### config.mk
export PLATFORM = sky130hd
export DESIGN_NAME = alu_operand_sequencer
export DESIGN_NICKNAME = d
export VERILOG_FILES = /design/src/rtl/alu_operand_sequencer.sv
export SDC_FILE = /design/constraint.sdc
export NUM_CORES = 1
export LEC_CHECK = 0
export ABC_AREA = 0
export ABC_CLOCK_PERIOD_IN_PS = 2550
export CAP_MARGIN = 10
export CORE_ASPECT_RATIO = 0.7
export CORE_UTILIZATION = 35
export DETAILED_ROUTE_END_ITERATION = 8
export HOLD_SLACK_MARGIN = 0.03
export PLACE_DENSITY = 0.67
export SYNTH_ARGS = -nofsm -noshare
export SYNTH_HDL_FRONTEND = slang
export SYNTH_SLANG_ARGS = --single-unit
### constraint.sdc
create_clock -name clk -period 2.55 [get_ports clk]
set_input_delay 0.765 -clock clk [delete_from_list [all_inputs] [get_ports clk]]
set_output_delay 0.765 -clock clk [all_outputs]
set_load 0.01 [all_outputs]
### src/rtl/alu_operand_sequencer.sv
// Operand-entry sequencer for the 32-bit ALU: collects OP1/OP2/F/DIR/BITE entries,
// range-checks them, waits for the ALU to settle, then captures the result.
module alu_operand_sequencer #(
  parameter int SETTLE_CYCLES = 1
) (
  input  logic        clk,
  input  logic        resetn,
  input  logic        input_valid,
  input  logic [31:0] input_value,
  input  logic        step_next,
  input  logic [31:0] alu_s,
  input  logic        alu_co,
  output logic [31:0] op_a,
  output logic [31:0] op_b,
  output logic [2:0]  op_f,
  output logic [1:0]  op_dir,
  output logic [4:0]  op_bite,
  output logic [2:0]  field_idx,
  output logic        err,
  output logic        busy,
  output logic [31:0] result,
  output logic        result_co,
  output logic        result_valid,
  output logic [7:0]  txn_cnt
);

  typedef enum logic [2:0] {
    S_OP1  = 3'd0,
    S_OP2  = 3'd1,
    S_F    = 3'd2,
    S_DIR  = 3'd3,
    S_BITE = 3'd4,
    S_EXEC = 3'd5,
    S_HOLD = 3'd6
  } state_t;

  localparam logic [3:0] SETTLE_INIT = 4'(SETTLE_CYCLES - 1);

  state_t      state_q, state_d;
  logic [31:0] op_a_q, op_a_d;
  logic [31:0] op_b_q, op_b_d;
  logic [2:0]  op_f_q, op_f_d;
  logic [1:0]  op_dir_q, op_dir_d;
  logic [4:0]  op_bite_q, op_bite_d;
  logic        err_q, err_d;
  logic [31:0] result_q, result_d;
  logic        result_co_q, result_co_d;
  logic        result_valid_q, result_valid_d;
  logic [7:0]  txn_cnt_q, txn_cnt_d;
  logic [3:0]  settle_q, settle_d;

  logic   range_ok;
  state_t next_field;

  always_comb begin
    range_ok   = 1'b1;
    next_field = state_q;
    case (state_q)
      S_OP1:   next_field = S_OP2;
      S_OP2:   next_field = S_F;
      S_F: begin
        range_ok   = (input_value[31:3] == '0);
        next_field = S_DIR;
      end
      S_DIR: begin
        range_ok   = (input_value[31:2] == '0);
        next_field = S_BITE;
      end
      S_BITE: begin
        range_ok   = (input_value[31:5] == '0);
        next_field = S_EXEC;
      end
      default: next_field = state_q;
    endcase
  end

  always_comb begin
    // NOTE: every next-state signal gets its hold value first so no path infers a latch.
    state_d        = state_q;
    op_a_d         = op_a_q;
    op_b_d         = op_b_q;
    op_f_d         = op_f_q;
    op_dir_d       = op_dir_q;
    op_bite_d      = op_bite_q;
    err_d          = err_q;
    result_d       = result_q;
    result_co_d    = result_co_q;
    result_valid_d = 1'b0;
    txn_cnt_d      = txn_cnt_q;
    // Counter is preloaded in every non-EXEC state, so any entry into EXEC starts fresh.
    settle_d       = (state_q == S_EXEC) ? settle_q : SETTLE_INIT;

    case (state_q)
      S_OP1, S_OP2, S_F, S_DIR, S_BITE: begin
        if (input_valid) begin
          if (range_ok) begin
            case (state_q)
              S_OP1:   op_a_d    = input_value;
              S_OP2:   op_b_d    = input_value;
              S_F:     op_f_d    = input_value[2:0];
              S_DIR:   op_dir_d  = input_value[1:0];
              S_BITE:  op_bite_d = input_value[4:0];
              default: ;
            endcase
            err_d   = 1'b0;
            state_d = next_field;
          end else begin
            err_d = 1'b1;
          end
        end else if (step_next) begin
          state_d = next_field;
        end
      end
      S_EXEC: begin
        if (settle_q == 4'd0) begin
          result_d       = alu_s;
          result_co_d    = alu_co;
          result_valid_d = 1'b1;
          txn_cnt_d      = txn_cnt_q + 8'd1;
          state_d        = S_HOLD;
        end else begin
          settle_d = settle_q - 4'd1;
        end
      end
      S_HOLD: begin
        if (input_valid) begin
          op_a_d  = input_value;
          err_d   = 1'b0;
          state_d = S_OP2;
        end else if (step_next) begin
          state_d = S_OP1;
        end
      end
      default: state_d = S_OP1;
    endcase
  end

  // NOTE: sequential state uses non-blocking assignments only; reset is sampled on the clock edge.
  always_ff @(posedge clk) begin
    if (!resetn) begin
      state_q        <= S_OP1;
      op_a_q         <= '0;
      op_b_q         <= '0;
      op_f_q         <= '0;
      op_dir_q       <= '0;
      op_bite_q      <= '0;
      err_q          <= 1'b0;
      result_q       <= '0;
      result_co_q    <= 1'b0;
      result_valid_q <= 1'b0;
      txn_cnt_q      <= '0;
      settle_q       <= '0;
    end else begin
      state_q        <= state_d;
      op_a_q         <= op_a_d;
      op_b_q         <= op_b_d;
      op_f_q         <= op_f_d;
      op_dir_q       <= op_dir_d;
      op_bite_q      <= op_bite_d;
      err_q          <= err_d;
      result_q       <= result_d;
      result_co_q    <= result_co_d;
      result_valid_q <= result_valid_d;
      txn_cnt_q      <= txn_cnt_d;
      settle_q       <= settle_d;
    end
  end

  assign op_a         = op_a_q;
  assign op_b         = op_b_q;
  assign op_f         = op_f_q;
  assign op_dir       = op_dir_q;
  assign op_bite      = op_bite_q;
  assign field_idx    = state_q;
  assign err          = err_q;
  assign busy         = (state_q == S_EXEC);
  assign result       = result_q;
  assign result_co    = result_co_q;
  assign result_valid = result_valid_q;
  assign txn_cnt      = txn_cnt_q;

endmodule

==> reports/metrics.csv <==
stage,metric,value,unit
global_routing,pin count of the biggest net entering global routing,58,
global_routing,initial antenna violation count,0,
layout,most frequent cells in the layout,"213 x nand2_1, 183 x clkdlybuf4s50_1, 124 x dfxtp_1",
layout,"most common cell after layout, fill and taps aside",nand2_1,
clock_tree,CTS tree,done,
layout,# diodes,0,
min_path,Hold Path Sink,result[6],
timing,RSZ-0062 raised after global routing,no,
drt,Vias,4796,
synth,"Top FF cell, synth",dfxtp_1,
timing,Final Hold Fails,0,
die,DIE AREA,13800,um^2
synth,Synth async-reset ratio,0,
synth,syn nets,646,
power,Total Power,5.44,mW
drt,Pre-antenna DRT Iters,5,
synth,Synth area leader,dfxtp_1,
critical_path,Reg-to-Reg End,txn_cnt[7],
clock_tree,CTS Sinks,124,
drt,initial drt markers,257,
critical_path,worst r2r src,settle_q[0],
power,sequential power share,0.383,
die,Die X,140,um
timing,Max Freq,406,MHz
power,internal power,4.14,mW
timing,Tmin final,2.46,ns
drt,DRT antenna net count,0,
synth,syn_area_per_cell,8.14,um^2
synth,Cell variety after synth,43,
global_routing,global-route wire length before repair,23400,um
power,switching part of the total,0.238,
placed_design,PortBufs,189,
layout,Layout Area Growth over Synthesis,65.0,%
die,Core ar.,12700,um^2
placed_design,GP Congestion,0.916,
timing,worst slew pin tran,0.502,ns
critical_path,Max Fanout on Critical Path,3,
clock_tree,CTS max path bufs,2,
critical_path,CP Launch Type,primary input,
timing,Final Setup Violations,0,
die,FP Rows,34,
layout,final cell count without fillers,969,
synth,Gate Count Post-Synth,575,
min_path,path type of the worst min-delay path,reg2reg,
placed_design,DP Wirelength,10700,um
synth,Netlist Area Pre-Place,4680,um^2
min_path,hold wc startpoint,result[6],
synth,yosys warns,0,
placed_design,placed instance count,935,
synth,synthesized flop and latch total,124,
power,Peak supply drop,0.494,mV
drt,Residual DRC,0,
critical_path,critical path class,in2reg,
drt,Via density,4.95,
power,Clock power frac,0.472,
global_routing,GRT overflow,0,
clock_tree,Worst-Skew Late Latency,0.41,ns
global_routing,number of global-route vias before repair,4503,
clock_tree,Clock transition at path regs,0.06,ns
run_status,outcome,finished clean,
flow_run,max-cap check violation count,0,
die,Top-Level Pins,190,
timing,max-slew violation count,0,
critical_path,R2R setup slack,0.55,ns
timing,Max-slew headroom,0.663,
layout,Final Util,0.607,
power,PwrDens,704,nW/um^2
synth,Synth area leaders,"dfxtp_1 53%, nand2_1 17%, a21oi_1 11%",
timing,Worst Skew,0.00765,ns
critical_path,R2R cell count,7,
drt,drt total wl,15000,um
critical_path,"Arr. time, crit path",2.79,ns
synth,top cell type's share of synthesized area,0.530,
layout,final instance area,7720,um^2
power,Logic pwr share,0.145,
synth,number of flops mapped to enable cells by yosys,0,
min_path,Hold Path Cell Cnt,2,
layout,nets,865,
placed_design,placed cell area,7020,um^2
clock_tree,H-tree depth,4,
die,initial core utilization,0.368,
clock_tree,clk root buf,clkbuf_16,
synth,register area share after synthesis,0.530,
timing,final cycle utilization of the critical path,0.966,
critical_path,"Req. time, crit path",2.88,ns
drt,WL per Instance,15.5,um
critical_path,CP Capture Type,flip-flop,
power,total leakage power,2.82,nW
layout,layout cell share with drive strength beyond 1,0.120,
die,Die Y,98.7,um
global_routing,Total GRT Usage,0.218,
power,P_sw,1.30,mW
clock_tree,cts bufs inserted,17,
==> metal layers <==
layer  track usage  vias to the layer above  wire (um)
met2         0.343                      215       6670
li1              -                     2335          -
met5             0                        -          0
met1         0.269                     2228       6530
met4        0.0769                        0        183
met3        0.0914                       18       1620
==> worst max-delay path, cell delays in order <==
cell             delay [ns]
clkdlybuf4s50_1        0.47
nor4_4                 0.30
buf_4                  0.18
nand4_4                0.13
or2_4                  0.31
nor4_4                 0.39
mux2i_1                0.25
==> metrics by stage <==
stage	setup WS [ns]	setup TNS (ns)	hold slack, ns
floorplan	0.447	0	0.479
global placement	-0.345	-3.55	0.441
detailed placement	-0.435	-4.32	0.447
CTS	0.0737	0	0.454
global route	0.0221	0	0.472
finish	0.0866	0	0.452
==> worst max path at each step <==
stage	start	to	slack, ns	cells after the start
6_report	input_value[16]	op_f[0]	0.09	7
5_1_grt	input_value[16]	op_f[1]	0.02	7
3_5_place_dp	input_value[18]	op_f[0]	-0.44	7
3_3_place_gp	input_value[18]	op_f[0]	-0.35	7
4_1_cts	input_value[18]	op_f[0]	0.07	7
2_1_floorplan	input_value[17]	op_f[0]	0.45	5
==> synth_stat cells (2+ instances only) <==
| cell | instances |
|---|---|
| nand2_1 | 213 |
| dfxtp_1 | 124 |
| a21oi_1 | 102 |
| clkbuf_1 | 31 |
| nor2_1 | 20 |
| mux2i_1 | 10 |
| nand3_1 | 6 |
| buf_2 | 5 |
| nor4_2 | 5 |
| xor2_1 | 5 |
| inv_1 | 4 |
| nor3_1 | 4 |
| xnor2_1 | 4 |
| nand4_1 | 3 |
| a211oi_1 | 2 |
| and3_1 | 2 |
| ha_1 | 2 |
| nand2b_1 | 2 |
| nand3b_1 | 2 |
| nor3b_2 | 2 |
| nor4_1 | 2 |
| nor4_4 | 2 |
| o211ai_1 | 2 |
| o41ai_1 | 2 |
==> registers in the layout, summed over array words and instances (netlist names) <==
name,flops
op_a,32
op_b,32
result,32
txn_cnt,8
op_bite,5
settle_q,4
field_idx,3
op_f,3
op_dir,2
err,1
result_co,1
result_valid,1
==> what timing repair did <==
action / in CTS / in global routing
setup endpoints to repair: 3 / 6
resized for setup: 2 / 9
endpoints found under the hold margin: 0 / 0
pin swaps: 1 / 5
buffers inserted: 0 / 2
hold buffers: 0 / 0
==> cell families after synthesis <==
| logic type | after synthesis | share of synthesized area |
|---|---|---|
| multiplexers | 10 | 0.0214 |
| flip-flops | 124 | 0.530 |
| adder cells (fa/ha/maj) | 2 | 0.00535 |
| XOR/XNOR | 9 | 0.0168 |
| AO/OA/AOI/OAI | 116 | 0.133 |
| buffers and inverters | 42 | 0.0350 |
| AND/OR/NAND/NOR | 272 | 0.257 |
==> power by group through the flow <==
stage / clock network (mW) / registers (mW) / logic [mW]
after floorplan: 0 / 2.16 / 0.270
after global placement: 0 / 2.12 / 0.776
after detailed placement: 0 / 2.12 / 0.782
after CTS: 2.62 / 2.08 / 0.790
after global routing: 2.71 / 2.09 / 0.850
final: 2.57 / 2.08 / 0.786
==> final cells by class <==
| class | count | area [um^2] |
|---|---|---|
| fillers | 1111 | 5000 |
| flip-flops and latches | 124 | 2480 |
| repair buffers | 236 | 2300 |
| multi-input cells | 409 | 2080 |
| clock buffers | 22 | 474 |
| well taps | 162 | 203 |
| clock inverters | 10 | 163 |
| inverters | 6 | 23.8 |
Power figures use the tool's default switching activity.
